`src/rtl/ss_entry_sched_if.sv`:
```
// Bundle of key-entry inputs, shared-decoder handshake and display outputs
// for the digit-entry scheduler.
interface ss_entry_sched_if;
    logic [3:0] key;
    logic       key_strobe;
    logic       bksp;
    logic       clr;
    logic [3:0] dec_in;
    logic       dec_en;
    logic [6:0] dec_seg;
    logic [7:0] ss0;
    logic [7:0] ss1;
    logic [7:0] ss2;
    logic [7:0] ss3;
    logic [7:0] ss4;
    logic [7:0] ss5;
    logic [7:0] ss6;
    logic [7:0] ss7;
    logic [2:0] sel;
    logic [3:0] count;
    logic       full;

    modport slave (
        input  key, key_strobe, bksp, clr, dec_seg,
        output dec_in, dec_en, ss0, ss1, ss2, ss3, ss4, ss5, ss6, ss7, sel, count, full
    );

    modport master (
        output key, key_strobe, bksp, clr, dec_seg,
        input  dec_in, dec_en, ss0, ss1, ss2, ss3, ss4, ss5, ss6, ss7, sel, count, full
    );
endinterface

```
`src/rtl/ss_entry_sched.sv`:
```
// Calculator-style 8-digit entry buffer with a scanned, shared seven-segment
// decoder whose output is latched per display.
module ss_entry_sched #(
    parameter int unsigned SCAN_HOLD = 1
) (
    input  logic            hz100,
    input  logic            reset,
    ss_entry_sched_if.slave bus
);
    logic [3:0] dig_q [8];
    logic [3:0] dig_d [8];
    logic [7:0] v_q;
    logic [7:0] v_d;
    logic [3:0] count_q;
    logic [3:0] count_d;
    logic       key_q;
    logic       bksp_q;
    logic [2:0] sel_q;
    logic [2:0] sel_d;
    logic [7:0] tmr_q;
    logic [7:0] tmr_d;
    logic [7:0] ss_q [8];
    logic [7:0] ss_d [8];
    logic       press_s;
    logic       back_s;
    logic       slot_end_s;

    assign press_s    = bus.key_strobe & ~key_q;
    assign back_s     = bus.bksp & ~bksp_q;
    assign slot_end_s = (tmr_q == 8'(SCAN_HOLD - 1));

    // Entry buffer next state: clr beats backspace beats press, losers are dropped
    always_comb begin
        dig_d   = dig_q;
        v_d     = v_q;
        count_d = count_q;
        if (bus.clr) begin
            for (int i = 0; i < 8; i++) begin
                dig_d[i] = 4'd0;
            end
            v_d     = 8'd0;
            count_d = 4'd0;
        end else if (back_s) begin
            if (count_q != 4'd0) begin
                for (int i = 0; i < 7; i++) begin
                    dig_d[i] = dig_q[i+1];
                end
                dig_d[7] = 4'd0;
                v_d      = {1'b0, v_q[7:1]};
                count_d  = count_q - 4'd1;
            end else begin
                count_d = count_q;
            end
        end else if (press_s) begin
            if (count_q != 4'd8) begin
                for (int i = 7; i > 0; i--) begin
                    dig_d[i] = dig_q[i-1];
                end
                dig_d[0] = bus.key;
                v_d      = {v_q[6:0], 1'b1};
                count_d  = count_q + 4'd1;
            end else begin
                count_d = count_q;
            end
        end else begin
            count_d = count_q;
        end
    end

    // Scan next state: capture decoder output on the last cycle of each slot
    always_comb begin
        ss_d = ss_q;
        if (slot_end_s) begin
            tmr_d        = 8'd0;
            sel_d        = sel_q + 3'd1;
            ss_d[sel_q]  = {1'b0, bus.dec_seg};
        end else begin
            tmr_d = tmr_q + 8'd1;
            sel_d = sel_q;
        end
    end

    // State registers
    always_ff @(posedge hz100 or negedge reset) begin
        if (!reset) begin
            for (int i = 0; i < 8; i++) begin
                dig_q[i] <= 4'd0;
                ss_q[i]  <= 8'd0;
            end
            v_q     <= 8'd0;
            count_q <= 4'd0;
            key_q   <= 1'b0;
            bksp_q  <= 1'b0;
            sel_q   <= 3'd0;
            tmr_q   <= 8'd0;
        end else begin
            dig_q   <= dig_d;
            ss_q    <= ss_d;
            v_q     <= v_d;
            count_q <= count_d;
            key_q   <= bus.key_strobe;
            bksp_q  <= bus.bksp;
            sel_q   <= sel_d;
            tmr_q   <= tmr_d;
        end
    end

    assign bus.dec_in = dig_q[sel_q];
    assign bus.dec_en = v_q[sel_q];
    assign bus.ss0    = ss_q[0];
    assign bus.ss1    = ss_q[1];
    assign bus.ss2    = ss_q[2];
    assign bus.ss3    = ss_q[3];
    assign bus.ss4    = ss_q[4];
    assign bus.ss5    = ss_q[5];
    assign bus.ss6    = ss_q[6];
    assign bus.ss7    = ss_q[7];
    assign bus.sel    = sel_q;
    assign bus.count  = count_q;
    assign bus.full   = (count_q == 4'd8);
endmodule

```
`src/flat_wrapper.sv`:
```
// flat-port wrapper written by rule: the top's interface ports become plain ports
module ss_entry_sched_flat 
#(
    parameter int unsigned SCAN_HOLD = 1
)
  (hz100, reset, bus_key, bus_key_strobe, bus_bksp, bus_clr, bus_dec_seg, bus_dec_in, bus_dec_en, bus_ss0, bus_ss1, bus_ss2, bus_ss3, bus_ss4, bus_ss5, bus_ss6, bus_ss7, bus_sel, bus_count, bus_full);
  ss_entry_sched_if bus_i ();
  input  logic hz100;
  input  logic reset;
  input wire logic [$bits(bus_i.key)-1:0] bus_key;
  input wire logic [$bits(bus_i.key_strobe)-1:0] bus_key_strobe;
  input wire logic [$bits(bus_i.bksp)-1:0] bus_bksp;
  input wire logic [$bits(bus_i.clr)-1:0] bus_clr;
  input wire logic [$bits(bus_i.dec_seg)-1:0] bus_dec_seg;
  output wire logic [$bits(bus_i.dec_in)-1:0] bus_dec_in;
  output wire logic [$bits(bus_i.dec_en)-1:0] bus_dec_en;
  output wire logic [$bits(bus_i.ss0)-1:0] bus_ss0;
  output wire logic [$bits(bus_i.ss1)-1:0] bus_ss1;
  output wire logic [$bits(bus_i.ss2)-1:0] bus_ss2;
  output wire logic [$bits(bus_i.ss3)-1:0] bus_ss3;
  output wire logic [$bits(bus_i.ss4)-1:0] bus_ss4;
  output wire logic [$bits(bus_i.ss5)-1:0] bus_ss5;
  output wire logic [$bits(bus_i.ss6)-1:0] bus_ss6;
  output wire logic [$bits(bus_i.ss7)-1:0] bus_ss7;
  output wire logic [$bits(bus_i.sel)-1:0] bus_sel;
  output wire logic [$bits(bus_i.count)-1:0] bus_count;
  output wire logic [$bits(bus_i.full)-1:0] bus_full;
  assign bus_i.key = bus_key;
  assign bus_i.key_strobe = bus_key_strobe;
  assign bus_i.bksp = bus_bksp;
  assign bus_i.clr = bus_clr;
  assign bus_i.dec_seg = bus_dec_seg;
  assign bus_dec_in = bus_i.dec_in;
  assign bus_dec_en = bus_i.dec_en;
  assign bus_ss0 = bus_i.ss0;
  assign bus_ss1 = bus_i.ss1;
  assign bus_ss2 = bus_i.ss2;
  assign bus_ss3 = bus_i.ss3;
  assign bus_ss4 = bus_i.ss4;
  assign bus_ss5 = bus_i.ss5;
  assign bus_ss6 = bus_i.ss6;
  assign bus_ss7 = bus_i.ss7;
  assign bus_sel = bus_i.sel;
  assign bus_count = bus_i.count;
  assign bus_full = bus_i.full;
  ss_entry_sched #(.SCAN_HOLD(SCAN_HOLD)) u_core (.hz100(hz100), .reset(reset), .bus(bus_i));
endmodule
```
`config.mk`:
```
export PLATFORM = sky130hd
export DESIGN_NAME = ss_entry_sched_flat
export DESIGN_NICKNAME = d
export VERILOG_FILES = /design/src/rtl/ss_entry_sched_if.sv /design/src/rtl/ss_entry_sched.sv /design/src/flat_wrapper.sv
export SDC_FILE = /design/constraint.sdc
export NUM_CORES = 1
export LEC_CHECK = 0
export CAP_MARGIN = 30
export CORE_UTILIZATION = 57
export DETAILED_ROUTE_END_ITERATION = 10
export DONT_BUFFER_PORTS = 1
export PLACE_DENSITY = 0.72
export SYNTH_ARGS = -nofsm -noshare
export SYNTH_HDL_FRONTEND = slang
export SYNTH_SLANG_ARGS = --single-unit
```
`constraint.sdc`:
```
create_clock -name hz100 -period 2.14 [get_ports hz100]
set_input_delay 0.321 -clock hz100 [delete_from_list [all_inputs] [get_ports hz100]]
set_output_delay 0.321 -clock hz100 [all_outputs]
set_load 0.1 [all_outputs]
```
==> results of run 1 <==
power breakdown:
part           internal (mW)  switching (mW)
Sequential              2.21           0.478
Clock                   1.78            1.04
Combinational          0.185           0.394
Total                   4.17            1.91
per-layer routing:
layer	part of all wire	vias up	track usage
met5	0	-	0
met4	0.010	0	0.08250
met3	0.061	12	0.09639
met2	0.48	100	0.4094
met1	0.45	1889	0.3668
li1	-	1630	-
flip-flops by register name (all words and copies together) (netlist names):
signal            flops
u_core.bus.ss0        7
u_core.bus.ss6        7
u_core.bus.ss4        7
u_core.bksp_q         1
u_core.v_q            8
u_core.bus.ss2        7
u_core.key_q          1
u_core.bus.ss1        7
u_core.bus.sel        3
u_core.dig_q         32
u_core.bus.ss7        7
u_core.bus.count      4
u_core.bus.ss3        7
u_core.bus.ss5        7
u_core.tmr_q          8
Yosys cell counts (2+ instances only):
library cell	n
xnor2_1	10
nand4b_2	2
o21ai_0	3
and3_1	3
buf_2	10
a2111oi_0	29
o32ai_1	5
buf_4	12
mux2_1	2
ha_1	5
a211oi_1	3
dfrtp_1	113
clkbuf_1	16
nor2_1	7
a21oi_1	4
nand3_1	6
mux2i_1	34
nor4b_4	2
nand2_1	18
inv_1	9
mux2_2	65
or2_2	2
mux4_2	10
and2_1	2
a31o_2	28
worst paths after layout:
kind | depth (start not counted) | from | to
min | 0 | reset | u_core.dig_q[28]$_DFFE_PN0P_
max | 3 | u_core.bus.sel[0]$_DFFE_PN0P_ | bus_dec_in[3]
max in group asynchronous | 0 | reset | u_core.bus.ss5[1]$_DFFE_PN0P_
min reg2reg | 1 | u_core.tmr_q[3]$_DFF_PN0_ | u_core.tmr_q[3]$_DFF_PN0_
min in group hz100 | 2 | bus_clr | u_core.v_q[5]$_DFFE_PN0P_
max reg2reg | 4 | u_core.tmr_q[5]$_DFF_PN0_ | u_core.bus.ss6[0]$_DFFE_PN0P_
worst max-delay path: stages, from the launching register on:
cell     delay (ns)
dfrtp_4        0.49
buf_12         0.15
mux4_2         0.42
mux2_4         0.42
cell families after synthesis:
| logic type | after synthesis | share of synthesized area |
|---|---|---|
| xor+xnor | 11 | 0.01729 |
| compound gates | 77 | 0.1154 |
| mux | 111 | 0.2369 |
| simple gates | 52 | 0.06511 |
| fa+ha+maj | 5 | 0.01123 |
| buf+inv | 51 | 0.04602 |
| other cells | 1 | 0.0006729 |
| flops | 113 | 0.5074 |
final cells by class:
class                      count  area share
clock buffer                  17     0.06307
clock inverter                14     0.02763
inverter                      11    0.006288
multi-input combinational    264      0.3887
sequential                   113      0.4331
tap                          129     0.02458
timing repair buffer          38     0.05659
timing repair:
item,4_1_cts,5_1_grt
endpoints found under the setup margin,5,31
resized for setup,3,3
buffers inserted,5,0
endpoints found under the hold margin,178,113
==> metrics list, run 1 <==
* Result of the run: finished, violations left
- Violations in the final reports: hold timing, setup timing
- GRT Util Overall: 0.2701
- Hold Vio Cnt, Final: 113
- Arrival @ worst endpoint: ~2.0 ns
- Max Slew Vio Count: 0
- Ports placed on the boundary: 93
- Number of enable flip-flop cells after synthesis: 0
- Data required time at the worst endpoint: between 1.5 and 2 ns
* Worst-path fanout max: 5
- TritonCTS created 17 clock buffers.
* Number of nets in the final layout: roughly 470
- In this run, post-CTS hold repair placed 10 buffers.
- Summing all non-filler instances in the final layout gives an area of 6566 sq um.
* Peak supply drop: around 0.65 mV
- Setup violations remaining at the end of the flow were counted as 5.
- Timing would allow up to 430.8 MHz.
* Main synth FF type: dfrtp_1
* Total die area: 10180 sq um
* Buffer cell driving the clock tree root: clkbuf_8
- Worst hold-check slack: -0.5013 ns
- Min setup slack post-route: -0.1810 ns
* Seq/Total Area, Yosys: 0.5074
* Filler Cell Count: around 670
- For this design the static power due to leakage is 2.783 nW.
* Unrepaired setup endpoints after global routing: yes
* Netlist area before placement: between 5000 and 6000 sq um
* TritonCTS clock tree: built
* Row count: 35
- Placement Cell Area: between 5000 and 6000 sq um
- The worst register-to-register path has a setup slack of between 0.1 and 0.15 ns.
- Via count of the first global-routing pass: 3711
- The library cells used most frequently in the layout, excluding fill and tap cells, are dfrtp_1, mux2_2, mux2i_1.
- dfrtp_1 takes more of the synthesized area than any other cell.
- The first TritonRoute pass finished after 4 iterations.
- Overall Power: ~6 mW
- Global placer's final weighted congestion: slightly above 0.7
- Power spread over the standard cell area amounts to around 930 nW/um^2.
* Worst setup timing slack at the placement stage: around 0.08 ns
- Actual transition at the worst max-transition pin: roughly 0.96 ns
- Die extent in x: slightly above 100 um
- The sequential cells in the finished layout cover a total of 2844 sq um.
- Share of the cycle needed by the critical path after routing: 1.085
- Across the routed clock network, the largest skew measured is roughly 0.0069 ns.
* Clock Latency Late Sink: between 0.5 and 0.6 ns
- Global-route wire length before repair: between 20000 and 25000 um
- Entering global routing, the biggest net connects about 110 pins.
- For the finished layout, the period the worst path requires is roughly 2.3 ns.
- The number of antenna diodes in the final layout is 0.
- After synthesis, the share of flip-flops with an asynchronous set or reset is 1.000.
- Number of levels the H-tree was split into: 4
* Overall via count from detail_route: approximately 3600
- Final standard cell count with taps included and fillers excluded: 586
- Final wirelength: approximately 13000 um
- Once detail routing completed, the nets flagged for antenna violations numbered 0.
* Share of layout cells above drive strength 1: 0.4092
- Starting utilization of the core area: 0.5947
- The worst setup path is captured at a primary output.
- In the final timing run, aggregate negative setup slack is -0.8278 ns.
- Port Buffers: 0
* Post-synthesis average cell area: 13.24 sq um
- Count of mapped cells out of synthesis: ~420
- The worst setup path is launched from a flip-flop.
- Detailed-route DRC error count: 0
* Std-Cell Core Area: approximately 9400 sq um
- Of the post-synthesis cell area, the dominant cell type holds 0.5074.
- For this run, the number of Yosys warnings is 0.
- Once layout is complete, the utilization of the core stands at 0.7007.
* Reported max-cap violation count: 0
* Area of combinational cells with multiple inputs: around 2600 sq um
- Worst max-slew margin expressed relative to the limit: 0.3584
- Distinct cells, synth: 46
- Commonest non-fill, non-tap cell in the layout: dfrtp_1
- The clock drives ~110 sinks.
* Initial antenna violation count: 0
* Height of the die: approximately 100 um
- Placed Cells incl. Taps: 540
* WL/cell: ~22 um
* Max Buffers Root-to-Sink: 2
- CTS clock-pin slew for the worst setup and hold paths: about 0.06 ns
- The area growth from synthesis to layout is 17.83%.
- Gr ovfl total: 0
* Placed wire-length estimate: 7826 um
- Detailed-route vias per instance: 6.196
* Worst setup path class: flip-flop to primary output
- After the first detailed-routing iteration, the DRC count stood at between 200 and 250.
* Path class of the lowest-slack min-delay path: input port to asynchronous set/reset pin
- In this run, synthesis produced a sequential element count of roughly 110.
* Leading post-synthesis cells by cell area: dfrtp_1, mux2_2, mux2i_1, a2111oi_0, a31o_2
(Power assumes the default switching activity.)
==> run 2, diff against run 1 <==
CORE_MARGIN = 1   (was unset)
CORE_UTILIZATION = 59   (was 57)
clock period = 2.48 ns   (was 2.14 ns; I/O delays follow)
==> metrics list, run 2 (same netlist as run 1, synthesis figures left out) <==
- Result of the run: finished, violations left
- Violations in the final reports: hold timing
- The via count of the first global-routing pass was approximately 3800.
* Buffer cell driving the clock tree root: clkbuf_8
- Detailed-route DRC error count: 0
- Gr ovfl total: 0
* Reported max-cap violation count: 0
- For the worst setup path, the data required time is ~2.1 ns.
* Summed area of non-filler cells in the final layout: between 6000 and 7000 sq um
- Based on the critical path, the design can be clocked at up to 415.8 MHz.
* Ports placed on the boundary: 93
- Sort of element at the start of the critical path: flip-flop
* Hold Vio Cnt, Final: around 110
- Dividing the detail-routed wire length by the instance count gives ~22 um.
* Filler Cell Count: slightly above 600
- The core region is ~9200 sq um.
- Global placer's final weighted congestion: slightly below 0.8
- The worst register-to-register path begins at u_core.bksp_q$_DFF_PN0_.
* Time the final worst path needs with I/O delays and setup: 2.405 ns
* Placed wire-length estimate: about 7300 um
- The number of clock buffers added by TritonCTS is 17.
- Share of the cycle needed by the critical path after routing: 0.9699
- Largest registers: u_core.dig_q (32), u_core.tmr_q (8), u_core.v_q (8)
- Depth of the worst register-to-register path: 7
- Headroom to the max-slew limit came out at 0.3643.
- Leaving out fill and tap cells, the most frequent cells in the layout are dfrtp_1, mux2_2, mux2i_1.
* Max Slew Vio Count: 0
* Worst setup path class: flip-flop to primary output
- Overall Power: 5.339 mW
- Path class of the lowest-slack min-delay path: input port to asynchronous set/reset pin
- Max FFs per register: 32
- Total die area: between 9000 and 10000 sq um
- TritonCTS built the clock tree.
- Peak supply drop: about 0.5 mV
- In this run the core area contains 35 standard-cell rows.
* Starting DRT DRC Count: around 250
- 0 antenna diodes ended up in the layout.
- The initial utilization of the core area, before any placement, comes to 0.6060.
* Max Buffers Root-to-Sink: 2
* Number of levels the H-tree was split into: 4
- Summed over all failing endpoints, the final setup total negative slack is 0 ns.
- Actual transition at the worst max-transition pin: 0.9536 ns
* Launch point of the critical path: u_core.bus.sel[0]$_DFFE_PN0P_
- Placement Cell Area: between 5000 and 6000 sq um
- The setup check on the worst reg-to-reg path leaves a slack of around 0.24 ns.
* Number of nets in the final layout: 470
- In the final layout, the share of cells above drive strength 1 is 0.3896.
* GRT Util Overall: 0.2741
- Endpoints failing setup: 0
- In this run the worst path has a maximum fanout of 11.
* Clock Latency Late Sink: around 0.52 ns
- The worst register-to-register path ends at u_core.dig_q[7]$_DFFE_PN0P_.
- Growth of design area from synthesis to finish: 17.78%
- Measured along the x axis, the die boundary spans around 99 um.
- Port Buffers: 0
- Worst clock skew on the final layout: approximately 0.01 ns
- Leak Pwr: between 2 and 3 nW
* Power density over the cells: between 800 and 900 nW/um^2
* Sink Count: roughly 110
- The die is about 99 um tall.
- Unrepaired setup endpoints after global routing: no
- Wires add up to between 10000 and 15000 um.
- Overall via count from detail_route: 3767
- After clock tree synthesis, the clock-pin slew on the worst setup and hold paths is about 0.06 ns.
- In the routed layout, each cell is associated on average with a via count of 6.574.
- Arrival @ worst endpoint: 2.03 ns
- Initial antenna violation count: 0
- Leaving out fill and tap cells, the most frequent cell in the layout is dfrtp_1.
- Entering global routing, the biggest net connects approximately 110 pins.
- The worst setup path is captured at a primary output.
* Global-route wire length before repair: 20330 um
- Iteration count of the initial detailed-routing pass: 4
- Across all hold checks on the routed design, the worst slack comes to -0.4590 ns.
* Largest register by flop count: u_core.dig_q
- DRT antenna net count: 0
* Worst setup endpoint: bus_dec_en
## run 2: cell count changes in the layout (fill, tap and decap cells not counted), sizes merged
cell	before	now
buf	28	25
clkbuf	17	20
clkinvlp	4	0
dlygate4sd3	10	17
inv	13	15
## run 2: area by class of cell
type,count,area (sq um),area share
flip-flops and latches,113,2836,0.4321
multi-input cells,264,2549,0.3883
clock buffers,20,455.4,0.06939
repair buffers,42,374.1,0.05700
clock inverters,12,168.9,0.02573
well taps,111,138.9,0.02116
inverters,11,41.29,0.006291
## run 2: per-layer routing
metal | track usage | vias up | share of wire | wire length [um]
met2 | 0.4239 | 128 | 0.48 | 6138
met5 | 0 | - | 0 | 0
met4 | 0.09276 | 0 | 0.019 | 236
met3 | 0.09136 | 23 | 0.062 | 785
met1 | 0.3677 | 1964 | 0.44 | 5522
li1 | - | 1652 | - | -
## run 2: worst min path at each step
stage / end / cells after the start
after CTS: u_core.dig_q[20]$_DFFE_PN0P_ / 0
after detailed placement: u_core.dig_q[24]$_DFFE_PN0P_ / 0
after global routing: u_core.dig_q[24]$_DFFE_PN0P_ / 0
after global placement: u_core.dig_q[20]$_DFFE_PN0P_ / 0
after floorplan: u_core.bksp_q$_DFF_PN0_ / 0
final: u_core.dig_q[24]$_DFFE_PN0P_ / 0
## run 2: worst max-delay path: stages, from the launching register on
cell	delay (ns)
dfrtp_4	0.55
mux4_2	0.54
mux2_4	0.43
## run 2: through the flow
| stage | setup WS [ns] | util | hold slack, ns | instances |
|---|---|---|---|---|
| final | 0.07474 | 0.7137 | -0.4590 | 573 |
| after global routing | 0.0007190 | 0.7137 | -0.4852 | 573 |
| after CTS | 0.02832 | 0.7048 | -0.4703 | 564 |
| after detailed placement | 0.2886 | 0.6192 | 0.07929 | 517 |
| after global placement | 0.3484 | 0.6192 | 0.07910 | 517 |
| after floorplan | 0.005255 | - | 0.07641 | 428 |
## run 2: repair_timing
action | in CTS | in global routing
setup endpoints to repair | 5 | 2
gates resized for setup | 5 | 0
hold buffers | 11 | 6
buffers inserted | 4 | 3
hold endpoints to repair | 167 | 120
## run 2: report_power, final
part,internal (mW),switching [mW]
clock network,1.63,0.909
registers,1.90,0.412
logic,0.154,0.330
total,3.69,1.65
==> run 3, diff against run 2 <==
RECOVER_POWER = 25   (was unset)
==> results of run 3 <==
Same layout as run 2: the final DEF is identical, and so are final timing and power.
